`config.mk`:
```
export PLATFORM = sky130hd
export DESIGN_NAME = imm_extend_slice_flat
export DESIGN_NICKNAME = d
export VERILOG_FILES = /design/src/rtl/imm_extend_slice_if.sv /design/src/rtl/imm_extend_slice.sv /design/src/flat_wrapper.sv
export SDC_FILE = /design/constraint.sdc
export NUM_CORES = 1
export LEC_CHECK = 0
export BUFFER_PORTS_ARGS = -buffer_cell sky130_fd_sc_hd__buf_2
export CORE_ASPECT_RATIO = 0.8
export CORE_MARGIN = 10
export CORE_UTILIZATION = 25
export DETAILED_ROUTE_END_ITERATION = 12
export GPL_TIMING_DRIVEN = 0
export SLEW_MARGIN = 20
export SYNTH_ARGS = -nofsm -noshare
export SYNTH_HDL_FRONTEND = slang
export SYNTH_SLANG_ARGS = --single-unit
```
`constraint.sdc`:
```
create_clock -name clk -period 1.66 [get_ports clk]
set_input_delay 0.332 -clock clk [delete_from_list [all_inputs] [get_ports clk]]
set_output_delay 0.332 -clock clk [all_outputs]
set_load 0.005 [all_outputs]
```
`src/rtl/imm_extend_slice_if.sv`:
```
// Valid/ready bus between the immediate extender slice and its producer/consumer.
// The slice uses the slave modport; the environment drives through master.
interface imm_extend_slice_if #(
    parameter int unsigned IN_W  = 16,
    parameter int unsigned OUT_W = 32
);
    logic             in_valid;
    logic             in_ready;
    logic [IN_W-1:0]  in_data;
    logic [1:0]       in_mode;
    logic             out_valid;
    logic             out_ready;
    logic [OUT_W-1:0] out_data;

    modport slave (
        input  in_valid, in_data, in_mode, out_ready,
        output in_ready, out_valid, out_data
    );

    modport master (
        output in_valid, in_data, in_mode, out_ready,
        input  in_ready, out_valid, out_data
    );
endinterface

```
`src/rtl/imm_extend_slice.sv`:
```
// Immediate extender (zero/sign/upper/replicate) behind a valid/ready slice with skid buffer.
// Optional macro EXT_REPL_EN enables mode 11 bit-replicate; otherwise mode 11 zero-extends.
module imm_extend_slice #(
    parameter int unsigned IN_W  = 16,
    parameter int unsigned OUT_W = 32
) (
    input  logic                clk,
    input  logic                rst_n,
    imm_extend_slice_if.slave   bus
);

    localparam int unsigned PAD = OUT_W - IN_W;
    localparam logic [OUT_W-1:0] HI_MASK = {OUT_W{1'b1}} << IN_W;

    localparam logic [1:0] S_EMPTY = 2'd0;
    localparam logic [1:0] S_ONE   = 2'd1;
    localparam logic [1:0] S_FULL  = 2'd2;

    logic [1:0]       r_state;
    logic [1:0]       w_state_nxt;
    logic             r_out_valid;
    logic             r_in_ready;
    logic [OUT_W-1:0] r_out_data;
    logic [OUT_W-1:0] r_skid_data;
    logic [OUT_W-1:0] w_ext;
    logic             w_accept;
    logic             w_emit;
    logic             w_load_out;
    logic             w_load_skid;
    logic             w_skid_to_out;

    assign w_accept = bus.in_valid & r_in_ready;
    assign w_emit   = r_out_valid & bus.out_ready;

    // Extension happens before storage so both registers hold finished words.
    always_comb begin
        w_ext = OUT_W'(bus.in_data);
        case (bus.in_mode)
            2'b00: w_ext = OUT_W'(bus.in_data);
            2'b01: w_ext = OUT_W'(bus.in_data) | (bus.in_data[IN_W-1] ? HI_MASK : '0);
            2'b10: w_ext = OUT_W'(bus.in_data) << PAD;
            2'b11: begin
`ifdef EXT_REPL_EN
                w_ext = {OUT_W{bus.in_data[0]}};
`else
                w_ext = OUT_W'(bus.in_data);
`endif
            end
            default: w_ext = OUT_W'(bus.in_data);
        endcase
    end

    always_ff @(posedge clk or negedge rst_n) begin
        if (!rst_n) begin
            r_state <= S_EMPTY;
        end else begin
            r_state <= w_state_nxt;
        end
    end

    // Next state and datapath steering; FULL never accepts since in_ready is low there.
    always_comb begin
        w_state_nxt   = r_state;
        w_load_out    = 1'b0;
        w_load_skid   = 1'b0;
        w_skid_to_out = 1'b0;
        case (r_state)
            S_EMPTY: begin
                if (w_accept) begin
                    w_state_nxt = S_ONE;
                    w_load_out  = 1'b1;
                end
            end
            S_ONE: begin
                if (w_accept && w_emit) begin
                    w_load_out = 1'b1;
                end else if (w_accept) begin
                    w_state_nxt = S_FULL;
                    w_load_skid = 1'b1;
                end else if (w_emit) begin
                    w_state_nxt = S_EMPTY;
                end
            end
            S_FULL: begin
                if (w_emit) begin
                    w_state_nxt   = S_ONE;
                    w_skid_to_out = 1'b1;
                end
            end
            default: w_state_nxt = S_EMPTY;
        endcase
    end

    always_ff @(posedge clk or negedge rst_n) begin
        if (!rst_n) begin
            r_out_valid <= 1'b0;
            r_in_ready  <= 1'b1;
            r_out_data  <= '0;
            r_skid_data <= '0;
        end else begin
            r_out_valid <= (w_state_nxt != S_EMPTY);
            r_in_ready  <= (w_state_nxt != S_FULL);
            if (w_load_out) begin
                r_out_data <= w_ext;
            end else if (w_skid_to_out) begin
                r_out_data <= r_skid_data;
            end
            if (w_load_skid) begin
                r_skid_data <= w_ext;
            end
        end
    end

    assign bus.in_ready  = r_in_ready;
    assign bus.out_valid = r_out_valid;
    assign bus.out_data  = r_out_data;

endmodule

```
`src/flat_wrapper.sv`:
```
// flat-port wrapper written by rule: the top's interface ports become plain ports
module imm_extend_slice_flat 
#(
    parameter int unsigned IN_W  = 16,
    parameter int unsigned OUT_W = 32
)
  (clk, rst_n, bus_in_valid, bus_in_data, bus_in_mode, bus_out_ready, bus_in_ready, bus_out_valid, bus_out_data);
  imm_extend_slice_if #(.IN_W(IN_W), .OUT_W(OUT_W)) bus_i ();
  input  logic clk;
  input  logic rst_n;
  input wire logic [$bits(bus_i.in_valid)-1:0] bus_in_valid;
  input wire logic [$bits(bus_i.in_data)-1:0] bus_in_data;
  input wire logic [$bits(bus_i.in_mode)-1:0] bus_in_mode;
  input wire logic [$bits(bus_i.out_ready)-1:0] bus_out_ready;
  output wire logic [$bits(bus_i.in_ready)-1:0] bus_in_ready;
  output wire logic [$bits(bus_i.out_valid)-1:0] bus_out_valid;
  output wire logic [$bits(bus_i.out_data)-1:0] bus_out_data;
  assign bus_i.in_valid = bus_in_valid;
  assign bus_i.in_data = bus_in_data;
  assign bus_i.in_mode = bus_in_mode;
  assign bus_i.out_ready = bus_out_ready;
  assign bus_in_ready = bus_i.in_ready;
  assign bus_out_valid = bus_i.out_valid;
  assign bus_out_data = bus_i.out_data;
  imm_extend_slice #(.IN_W(IN_W), .OUT_W(OUT_W)) u_core (.clk(clk), .rst_n(rst_n), .bus(bus_i));
endmodule
```
==> metrics.txt <==
Worst-path clk slew 0.05 ns; Mapped Nets 328; status completed; Iter 0 DRT Violations 183; final hold vios 0; total grt overflow 0; post-layout util about a third; Wirelength per Cell around 17 um; Sw Share between 30% and 40%; Pleak between 1.5 and 2 nW; final std cells w/o fill approximately 550; worst-margin pin slew roughly 0.45 ns; ANT nets after route 0; Clock Tree Buf Depth 2; fraction of final layout cells with drive strength greater than 1 28.8%; vias per cell just under 5; placed cells between 500 and 600; Max Fclk between 0.6 and 0.7 GHz; Reg2Reg Depth 5; HP Class input port to register; fraction of registers with async set/reset 100%; clock power share 27.2%; register area share after synthesis 53.9%; vias approximately 2600; CP delay by family, top flip-flops; CP max FO 10; Crit Path Category register to register; Initial Utilization ~26%; Logic pwr share roughly 36%; Routability Congestion 0.798; net switching power between 2 and 3 mW; Worst path max stage delay about 0.57 ns; sequential share of power 37.3%; global-route wire length before repair 14.5 mm; GRT Total Usage between 10% and 20%; cell-internal power 4.80 mW; Die Wd between 100 and 150 um; CTS tree done; Ys Warns 0; Stages on worst setup path 5; First-pass DRT Iterations 5; I/O Buffers 55; Post-synth EDFFs 0; CP startpoint kind register; CTS root buf clkbuf_16; commonest cells after routing, fill and taps aside dfrtp_1, buf_2, o21ai_0, nand2_1, o21ai_1; post-synth top area cell dfrtp_1; Worst EP required 1.87 ns; DR DRC count 0; Netlist Area Pre-Place roughly 0.0032 mm2; CTS Hold Bufs 1; Post-CTS Setup Bufs 0; area grow syn2layout 26.6%; PD cells 1840 mW/mm2; Peak VDD IR just over 0.8 mV; crit path time final roughly 1.5 ns; largest net degree at the start of global routing between 50 and 60; area share of the largest cell type after synthesis between 50% and 60%; hpwl dp ~6.8 mm; n_diodes 0; Clock Sinks 68; RSZ-0062 raised after global routing false; core footprint about 0.012 mm2; cts bufs inserted 9; Synth Instances 304; worst rel slew slack a little over two thirds; crit path cell chain nand3b_4 > buf_4 > clkbuf_1 > o21ai_0 > o21ai_1; syn avg cell area between 10 and 15 um2; fin nets 396; Hold Crit Depth 3; Die ar. between 0.015 and 0.02 mm2; Worst Path Buf+Inv 2; Worst Clk Skew roughly 0.0050 ns; Top Ports 56; Synth area leaders dfrtp_1, o21ai_0, o221ai_2; Synth Register Bits a little under 70; Maximum Capacitance Violations 0; WL final a little over 9 mm; crit path DAT roughly 1.7 ns; most common cell after layout, fill and taps aside dfrtp_1; Worst path slowest cell dfstp_2; initial antenna violation count 0; final slew viol count 0; vias in the first global route 2648; num rows 36; final setup violation count 0; Final period util approximately nine tenths; Main synth FF type dfrtp_1; # fillers around 1300; post-synth cell types 36; post-CTS resize count 0; H-tree levels 3; die height roughly 120 um; clock latency on the worst-skew pair between 0.3 and 0.4 ns; crit path capture type register
-- layout make-up --
type | instances | area [um2] | share of cell area (%)
tap | 171 | 214 | 5.35
inverter | 26 | 97.6 | 2.44
clock buffer | 13 | 280 | 7.01
sequential | 68 | 1700 | 42.6
multi-input combinational | 186 | 1190 | 29.9
clock inverter | 1 | 30.0 | 0.751
timing repair buffer | 57 | 315 | 7.88
buffer | 24 | 164 | 4.10
-- kinds of logic (layout without fill, tap and decap cells) --
logic type / count (synthesis) / in the layout / share of synthesized area, %
AO/OA/AOI/OAI: 132 / 132 / 28.1
flip-flops: 68 / 68 / 53.9
adder cells (fa/ha/maj): 2 / 2 / 0.792
buffers and inverters: 50 / 121 / 8.28
AND/OR/NAND/NOR: 50 / 50 / 8.12
multiplexers: 2 / 2 / 0.832
-- state kept, by name, indices dropped and copies added, names as in the netlist --
name,flops
u_core.bus.out_data,32
u_core.bus.out_valid,1
u_core.r_skid_data,32
u_core.bus.in_ready,1
u_core.r_state,2
-- worst paths after layout --
kind	slack [ns]	to	from
setup / recovery	0.14	u_core.r_skid_data[25]	u_core.bus.in_ready
hold / removal	0.32	u_core.r_skid_data[29]	bus_in_data[13]
setup reg to reg	0.14	u_core.r_skid_data[25]	u_core.bus.in_ready
hold reg to reg	0.48	u_core.bus.out_data[16]	u_core.r_skid_data[16]
max in group asynchronous	0.72	u_core.bus.out_data[2]	rst_n
min in group asynchronous	0.41	u_core.bus.out_data[27]	rst_n
-- power by group through the flow --
stage	clock (mW)	combinational [mW]	sequential, mW
3_5_place_dp	0	2.66	2.77
2_1_floorplan	0	1.63	2.74
6_report	2.00	2.61	2.74
3_3_place_gp	0	2.61	2.73
4_1_cts	2.03	2.68	2.75
5_1_grt	2.10	2.92	2.83
-- worst min-delay path, cell delays in order --
cell and delay, ns:
buf_2 0.10, a21oi_1 0.08, o21ai_1 0.11
-- synth_stat cells, types with 2 or more instances --
master    number
o21ai_0       50
o21ai_1       28
buf_4          4
inv_1         26
ha_1           2
nand2_1       30
o221ai_2      10
a21oi_1       16
buf_2          4
buf_6          7
a221o_1        7
nor3_1         8
clkbuf_1       8
and2_1         2
o221ai_1      14
dfrtp_1       67
and2b_1        2
-- routing by layer --
layer / vias to the layer above / share of wire [%] / routed length [um] / global-route usage [%]
li1: 1229 / - / - / -
met1: 1295 / 48 / 4440 / 14.1
met2: 105 / 43 / 3940 / 14.9
met3: 10 / 7.4 / 675 / 4.32
met4: 0 / 1.3 / 123 / 3.15
met5: - / 0 / 0 / 0
-- stage by stage --
step / area, um2 / setup slack (ns) / TNS [ns] / total power, mW / hold WS (ns)
floorplan: 3160 / 0.143 / 0 / 4.37 / 0.0364
global placement: 3650 / -0.159 / -6.05 / 5.35 / 0.458
detailed placement: 3680 / -0.203 / -2.52 / 5.43 / 0.231
CTS: 4000 / 0.131 / 0 / 7.45 / 0.308
global route: 4000 / 0.0230 / 0 / 7.86 / 0.329
finish: 4000 / 0.144 / 0 / 7.35 / 0.320
(Power assumes the default switching activity.)
